<file path="config.mk">
export PLATFORM = sky130hd
export DESIGN_NAME = pulse_filter_nch
export DESIGN_NICKNAME = d
export VERILOG_FILES = /design/src/rtl/pulse_filter_nch.sv
export SDC_FILE = /design/constraint.sdc
export NUM_CORES = 2
export LEC_CHECK = 0
export BUFFER_PORTS_ARGS = -buffer_cell sky130_fd_sc_hd__buf_2
export CAP_MARGIN = 20
export CORE_AREA = 3 3 371 263
export DETAILED_ROUTE_END_ITERATION = 10
export DIE_AREA = 0 0 374 266
export GPL_ROUTABILITY_DRIVEN = 0
export SLEW_MARGIN = 20
export SYNTH_ARGS = -nofsm -noshare
export SYNTH_HDL_FRONTEND = slang
export SYNTH_SLANG_ARGS = --single-unit
</file>
<file path="constraint.sdc">
create_clock -name clk_20m -period 44.8 [get_ports clk_20m]
set_clock_uncertainty 0.15 [all_clocks]
set_input_delay 4.48 -clock clk_20m [delete_from_list [all_inputs] [get_ports clk_20m]]
set_output_delay 4.48 -clock clk_20m [all_outputs]
set_load 0.05 [all_outputs]
</file>
<file path="src/rtl/pulse_filter_nch.sv">
// Multi-channel pulse filter: per-channel synchronizer, qualification FSM with a shared
// programmable length/mode, registered rising-edge strobes and a saturating glitch counter.
module pulse_filter_nch #(
    parameter int CH       = 32,
    parameter int CNT_W    = 16,
    parameter int SYNC_STG = 2
) (
    input  logic             clk_20m,
    input  logic             rst,
    input  logic [CH-1:0]    pulse_in,
    input  logic [CNT_W-1:0] filter_cfg,
    input  logic [1:0]       mode_cfg,
    input  logic             cfg_load,
    input  logic             glitch_clr,
    output logic [CH-1:0]    pulse_out,
    output logic [CH-1:0]    rise_stb,
    output logic [15:0]      glitch_cnt
);

    localparam logic [1:0]       MODE_BYP  = 2'b00;
    localparam logic [1:0]       MODE_SYM  = 2'b01;
    localparam logic [1:0]       MODE_RISE = 2'b10;
    localparam logic [CNT_W-1:0] CNT_ZERO  = {CNT_W{1'b0}};
    localparam logic [CNT_W-1:0] CNT_ONE   = CNT_W'(1);
    localparam logic [15:0]      GCNT_MAX  = 16'hFFFF;

    typedef enum logic {
        ST_STABLE  = 1'b0,
        ST_QUALIFY = 1'b1
    } state_t;

    // Stored as N-1 so a requested length of 0 folds onto 1 and the compare stays simple.
    function automatic logic [CNT_W-1:0] len_to_last(input logic [CNT_W-1:0] n);
        if (n == CNT_ZERO) begin
            return CNT_ZERO;
        end else begin
            return n - CNT_ONE;
        end
    endfunction

    logic [CNT_W-1:0] len_m1_r;
    logic [1:0]       mode_r;
    logic [CH-1:0]    glitch_vec_s;
    logic             any_glitch_s;
    logic [15:0]      glitch_cnt_r;

    // Active configuration shadow registers
    always_ff @(posedge clk_20m or posedge rst) begin
        if (rst) begin
            len_m1_r <= CNT_ZERO;
            mode_r   <= MODE_SYM;
        end else if (cfg_load) begin
            len_m1_r <= len_to_last(filter_cfg);
            mode_r   <= mode_cfg;
        end else begin
            len_m1_r <= len_m1_r;
            mode_r   <= mode_r;
        end
    end

    for (genvar gi = 0; gi < CH; gi++) begin : g_ch
        logic [SYNC_STG-1:0] sync_r;
        logic                samp_s;
        logic                diff_s;
        state_t              state_r;
        state_t              state_nxt_s;
        logic [CNT_W-1:0]    cnt_r;
        logic [CNT_W-1:0]    cnt_nxt_s;
        logic                pout_r;
        logic                pout_nxt_s;
        logic                pout_d_r;
        logic                rise_r;
        logic                glitch_s;

        assign samp_s = sync_r[SYNC_STG-1];
        assign diff_s = samp_s ^ pout_r;

        // Input synchronizer chain
        always_ff @(posedge clk_20m or posedge rst) begin
            if (rst) begin
                sync_r <= {SYNC_STG{1'b0}};
            end else begin
                sync_r <= {sync_r[SYNC_STG-2:0], pulse_in[gi]};
            end
        end

        // Qualification next-state: cfg_load parks the channel, bypass follows the sample,
        // rise-only drops immediately, otherwise a difference must persist len_m1_r+1 samples.
        always_comb begin
            state_nxt_s = ST_STABLE;
            cnt_nxt_s   = CNT_ZERO;
            pout_nxt_s  = pout_r;
            glitch_s    = 1'b0;
            if (cfg_load) begin
                pout_nxt_s = pout_r;
            end else if (mode_r == MODE_BYP) begin
                pout_nxt_s = samp_s;
            end else if ((mode_r == MODE_RISE) && pout_r && !samp_s) begin
                pout_nxt_s = 1'b0;
            end else if (diff_s) begin
                if (cnt_r >= len_m1_r) begin
                    pout_nxt_s = samp_s;
                end else begin
                    state_nxt_s = ST_QUALIFY;
                    cnt_nxt_s   = cnt_r + CNT_ONE;
                end
            end else begin
                glitch_s = (state_r == ST_QUALIFY);
            end
        end

        // Channel state, counter, filtered level and edge-detect registers
        always_ff @(posedge clk_20m or posedge rst) begin
            if (rst) begin
                state_r  <= ST_STABLE;
                cnt_r    <= CNT_ZERO;
                pout_r   <= 1'b0;
                pout_d_r <= 1'b0;
                rise_r   <= 1'b0;
            end else begin
                state_r  <= state_nxt_s;
                cnt_r    <= cnt_nxt_s;
                pout_r   <= pout_nxt_s;
                pout_d_r <= pout_r;
                rise_r   <= pout_r & ~pout_d_r;
            end
        end

        assign pulse_out[gi]    = pout_r;
        assign rise_stb[gi]     = rise_r;
        assign glitch_vec_s[gi] = glitch_s;
    end

    assign any_glitch_s = |glitch_vec_s;

    // Saturating glitch counter; clear wins over a coincident glitch
    always_ff @(posedge clk_20m or posedge rst) begin
        if (rst) begin
            glitch_cnt_r <= 16'h0000;
        end else if (glitch_clr) begin
            glitch_cnt_r <= 16'h0000;
        end else if (any_glitch_s && (glitch_cnt_r != GCNT_MAX)) begin
            glitch_cnt_r <= glitch_cnt_r + 16'h0001;
        end else begin
            glitch_cnt_r <= glitch_cnt_r;
        end
    end

    assign glitch_cnt = glitch_cnt_r;

endmodule

</file>
==> summary.md <==
| Metric | Value |
|---|---|
| Placed Area | `about 45,000 sq um` |
| Crit path buf inv count | `6` |
| CP top delay family | `buffers and inverters` |
| Critical Path Fanout Max | `159` |
| Final setup fails | `0` |
| Vias in the first global route | `a little under 30,000` |
| Root buffer cell | `clkbuf_16` |
| Startpoint types | `input port` |
| Final worst path period share | `0.176` |
| Num CTS Buffers | `79` |
| Die X | `about 370 microns` |
| Wire length of the first global-routing pass | `around 170,000 microns` |
| Port Buffers | `133` |
| Setup crit start | `rst` |
| Multi-input logic area | `23,500 sq um` |
| Synth top area share | `0.428` |
| ANT nets after route | `0` |
| Synth Register Bits | `around 740` |
| Synthesis Warnings | `0` |
| Total Wirelength | `107,000 microns` |
| Rel. slew slack | `0.338` |
| Resized cells post-CTS | `0` |
| CP endpoint kind | `asynchronous set/reset pin` |
| Post-Synth XOR/XNOR Area | `0.0997` |
| P per Cell Area | `~38 nW/um^2` |
| Worst setup endpoint | `g_ch[24].cnt_r[14]` |
| Std-Cell Rows | `94` |
| Leak Pwr | `about 23 nW` |
| Total track usage | `0.216` |
| Clock power frac | `0.383` |
| WP data required | `approximately 45 ns` |
| Area share of fa/ha/maj cells after synthesis | `0.158` |
| Initial core utilization | `0.459` |
| Syn Inst Count | `approximately 4,200` |
| Combinational power share | `0.196` |
| Largest net degree at the start of global routing | `160` |
| I/O pin count | `roughly 130` |
| Fin. max-slew vios | `0` |
| Slew @ Worst Pin | `0.993 ns` |
| Syn Area/Cell | `~10 sq um` |
| Run status | `completed` |
| Main combinational cell family by area after synthesis | `simple AND/OR/NAND/NOR gates` |
| Post-synth EDFFs | `0` |
| Post-synthesis sequential area ratio | `0.428` |
| Minimum clock period | `a little under 8 ns` |
| Synthesis-to-finish area growth | `10.4%` |
| Die Area | `roughly 99,000 sq um` |
| Post-synth top area cell | `dfrtp_1` |
| Hold WS | `roughly 0.2 ns` |
| P_sw | `about 0.58 mW` |
| Predominant post-synthesis flop cell | `dfrtp_1` |
| Max VDD drop | `0.0437 mV` |
| Setup TNS | `0 ns` |
| Synth async-reset ratio | `1.00` |
| Wire per inst | `18.9 microns` |
| Post-synthesis simple-gate area fraction | `0.190` |
| Mux cell area share after synthesis | `0.00986` |
| Fin. Hold Viols | `0` |
| Max clock buf depth | `3` |
| Iteration-0 DRC Markers | `2,050` |
| Cell-internal power | `around 1.2 mW` |
| RR Startpoint | `mode_r[0]` |
| Clock transition at the registers of the reported paths | `around 0.06 ns` |
| Reg2Reg Depth | `6` |
| Synth Area in Compound Gates | `0.0854` |
| Total core area | `94,000 sq um` |
| Hold Path Class | `register to register` |
| HPWL after DPL | `67,300 microns` |
| Critical path type | `input port to asynchronous set/reset pin` |
| Largest cells by area after synthesis | `dfrtp_1 43%, ha_1 16%, xor2_1 6.0%` |
| Total gr overflow | `0` |
| Fin util | `0.507` |
| Syn_nets | `between 4,000 and 5,000` |
| Slowest stage delay, CP | `0.86 ns` |
| Most frequent cells in the layout | `735 x dfrtp_1, 546 x ha_1, 481 x nor2_1` |
| Routed vias | `between 30,000 and 40,000` |
| Die Y | `~270 microns` |
| Cell Chain, Critical Path | `buf_2 > inv_8 > buf_4 > buf_12 > buf_4 > buf_4` |
| F_max | `0.126 GHz` |
| H-Tree Level Count | `3` |
| R2r endpoint | `glitch_cnt[13]` |
| Cell mode on critical path | `buf_4` |
| Cts-stage hold buffer count | `0` |
| Switch share | `0.323` |
| RSZ-0062 raised after global routing | `false` |
| Clock Sinks | `738` |
| Drt via density | `5.45` |
| Max Cap Viol | `0` |
| Levels on crit path | `6` |
| R2r setup slk | `between 40 and 50 ns` |
| Residual DRC | `0` |
| Synth cell types | `between 60 and 70` |
| Fin nets | `4,946` |
| Slowest-stage cell, CP | `buf_4` |
| Clk_lat worst skew | `approximately 0.66 ns` |
| First-pass iteration count of the detailed router | `5` |
| CTS tree | `done` |
| Post-Layout Inst Area | `~48,000 sq um` |
| Post-Synthesis Cell Area | `about 43,000 sq um` |
| Fillcell total | `around 8,500` |
| Flop pwr share | `0.421` |
| # diodes | `0` |
| Worst Path Arrival | `~8.4 ns` |
| Final WS setup | `roughly 37 ns` |
| Register Area | `18,500 sq um` |
| Worst slack, placed | `35.75 ns` |
| Initial antenna violation count | `0` |
| Post CTS Setup Buffer Count | `0` |
| Commonest non-fill, non-tap cell in the layout | `dfrtp_1` |
| Share of layout cells above drive strength 1 | `0.0898` |
[per-layer routing]
layer | track usage | routed length [microns] | vias to the layer above | share of wire
met4 | 0.0467 | 2220 | 0 | 0.021
met1 | 0.339 | 55500 | 14830 | 0.52
li1 | - | - | 15325 | -
met3 | 0.0353 | 5260 | 150 | 0.049
met5 | 0 | 0 | - | 0
met2 | 0.312 | 44100 | 518 | 0.41
[final cells by class]
type / count / share of cell area
multi-input combinational: 3249 / 0.493
sequential: 738 / 0.388
clock buffer: 113 / 0.0496
tap: 1248 / 0.0328
timing repair buffer: 175 / 0.0209
inverter: 103 / 0.00831
clock inverter: 30 / 0.00767
[power groups by stage]
| stage | logic (mW) | registers, mW | clock network [mW] |
|---|---|---|---|
| detailed placement | 0.358 | 0.774 | 0 |
| global placement | 0.353 | 0.773 | 0 |
| floorplan | 0.280 | 0.760 | 0 |
| global route | 0.389 | 0.769 | 0.739 |
| CTS | 0.359 | 0.762 | 0.712 |
| finish | 0.355 | 0.762 | 0.692 |
[synth_stat cells (7+ instances only)]
cell / count
and2_1: 17
nor2b_1: 69
a21oi_1: 156
a31o_2: 12
nand2b_1: 66
xor2_1: 296
xnor2_1: 195
dfrtp_1: 737
o22ai_1: 14
o21a_1: 15
nand2_1: 177
o2bb2ai_1: 9
nor3_1: 241
or3_1: 18
and4_1: 28
o211a_1: 7
nand4_1: 219
or4_1: 12
mux2_2: 35
nor2_1: 481
nand3_1: 187
o32a_1: 7
a21o_1: 163
a211oi_1: 27
buf_4: 67
o21ai_0: 31
clkbuf_1: 43
inv_1: 103
o21bai_1: 9
and3_1: 74
a22oi_1: 13
buf_2: 31
or2_2: 17
a211o_1: 23
o211ai_1: 24
nor3b_1: 16
ha_1: 546
[state kept, by name, indices dropped and copies added (netlist names)]
register / flops
g_ch.cnt_r: 512
g_ch.pout_d_r: 32
g_ch.pout_r: 32
g_ch.rise_r: 32
g_ch.state_r: 32
g_ch.sync_r: 64
glitch_cnt: 16
len_m1_r: 16
mode_r: 2
[logic make-up (layout without fill, tap and decap cells)]
logic type / after synthesis / in the layout
xor+xnor: 491 / 491
buf+inv: 246 / 421
mux: 38 / 38
simple gates: 1636 / 1636
flops: 738 / 738
fa+ha+maj: 546 / 546
compound gates: 538 / 538
[worst min-delay path by stage]
stage	from	end	cells after the start
after floorplan	g_ch[0].sync_r[0]	g_ch[0].sync_r[1]	0
after global placement	g_ch[27].sync_r[0]	g_ch[27].sync_r[1]	0
after detailed placement	g_ch[21].sync_r[0]	g_ch[21].sync_r[1]	0
after CTS	g_ch[21].sync_r[0]	g_ch[21].sync_r[1]	0
after global routing	g_ch[21].sync_r[0]	g_ch[21].sync_r[1]	0
final	g_ch[21].sync_r[0]	g_ch[21].sync_r[1]	0
[stage by stage]
| step | instances | power, mW |
|---|---|---|
| finish | 5656 | 1.81 |
| global route | 5656 | 1.90 |
| CTS | 5656 | 1.83 |
| detailed placement | 5513 | 1.13 |
| global placement | 5513 | 1.13 |
| floorplan | 4233 | 1.04 |
Note: power is estimated with default switching activity, not from simulation.
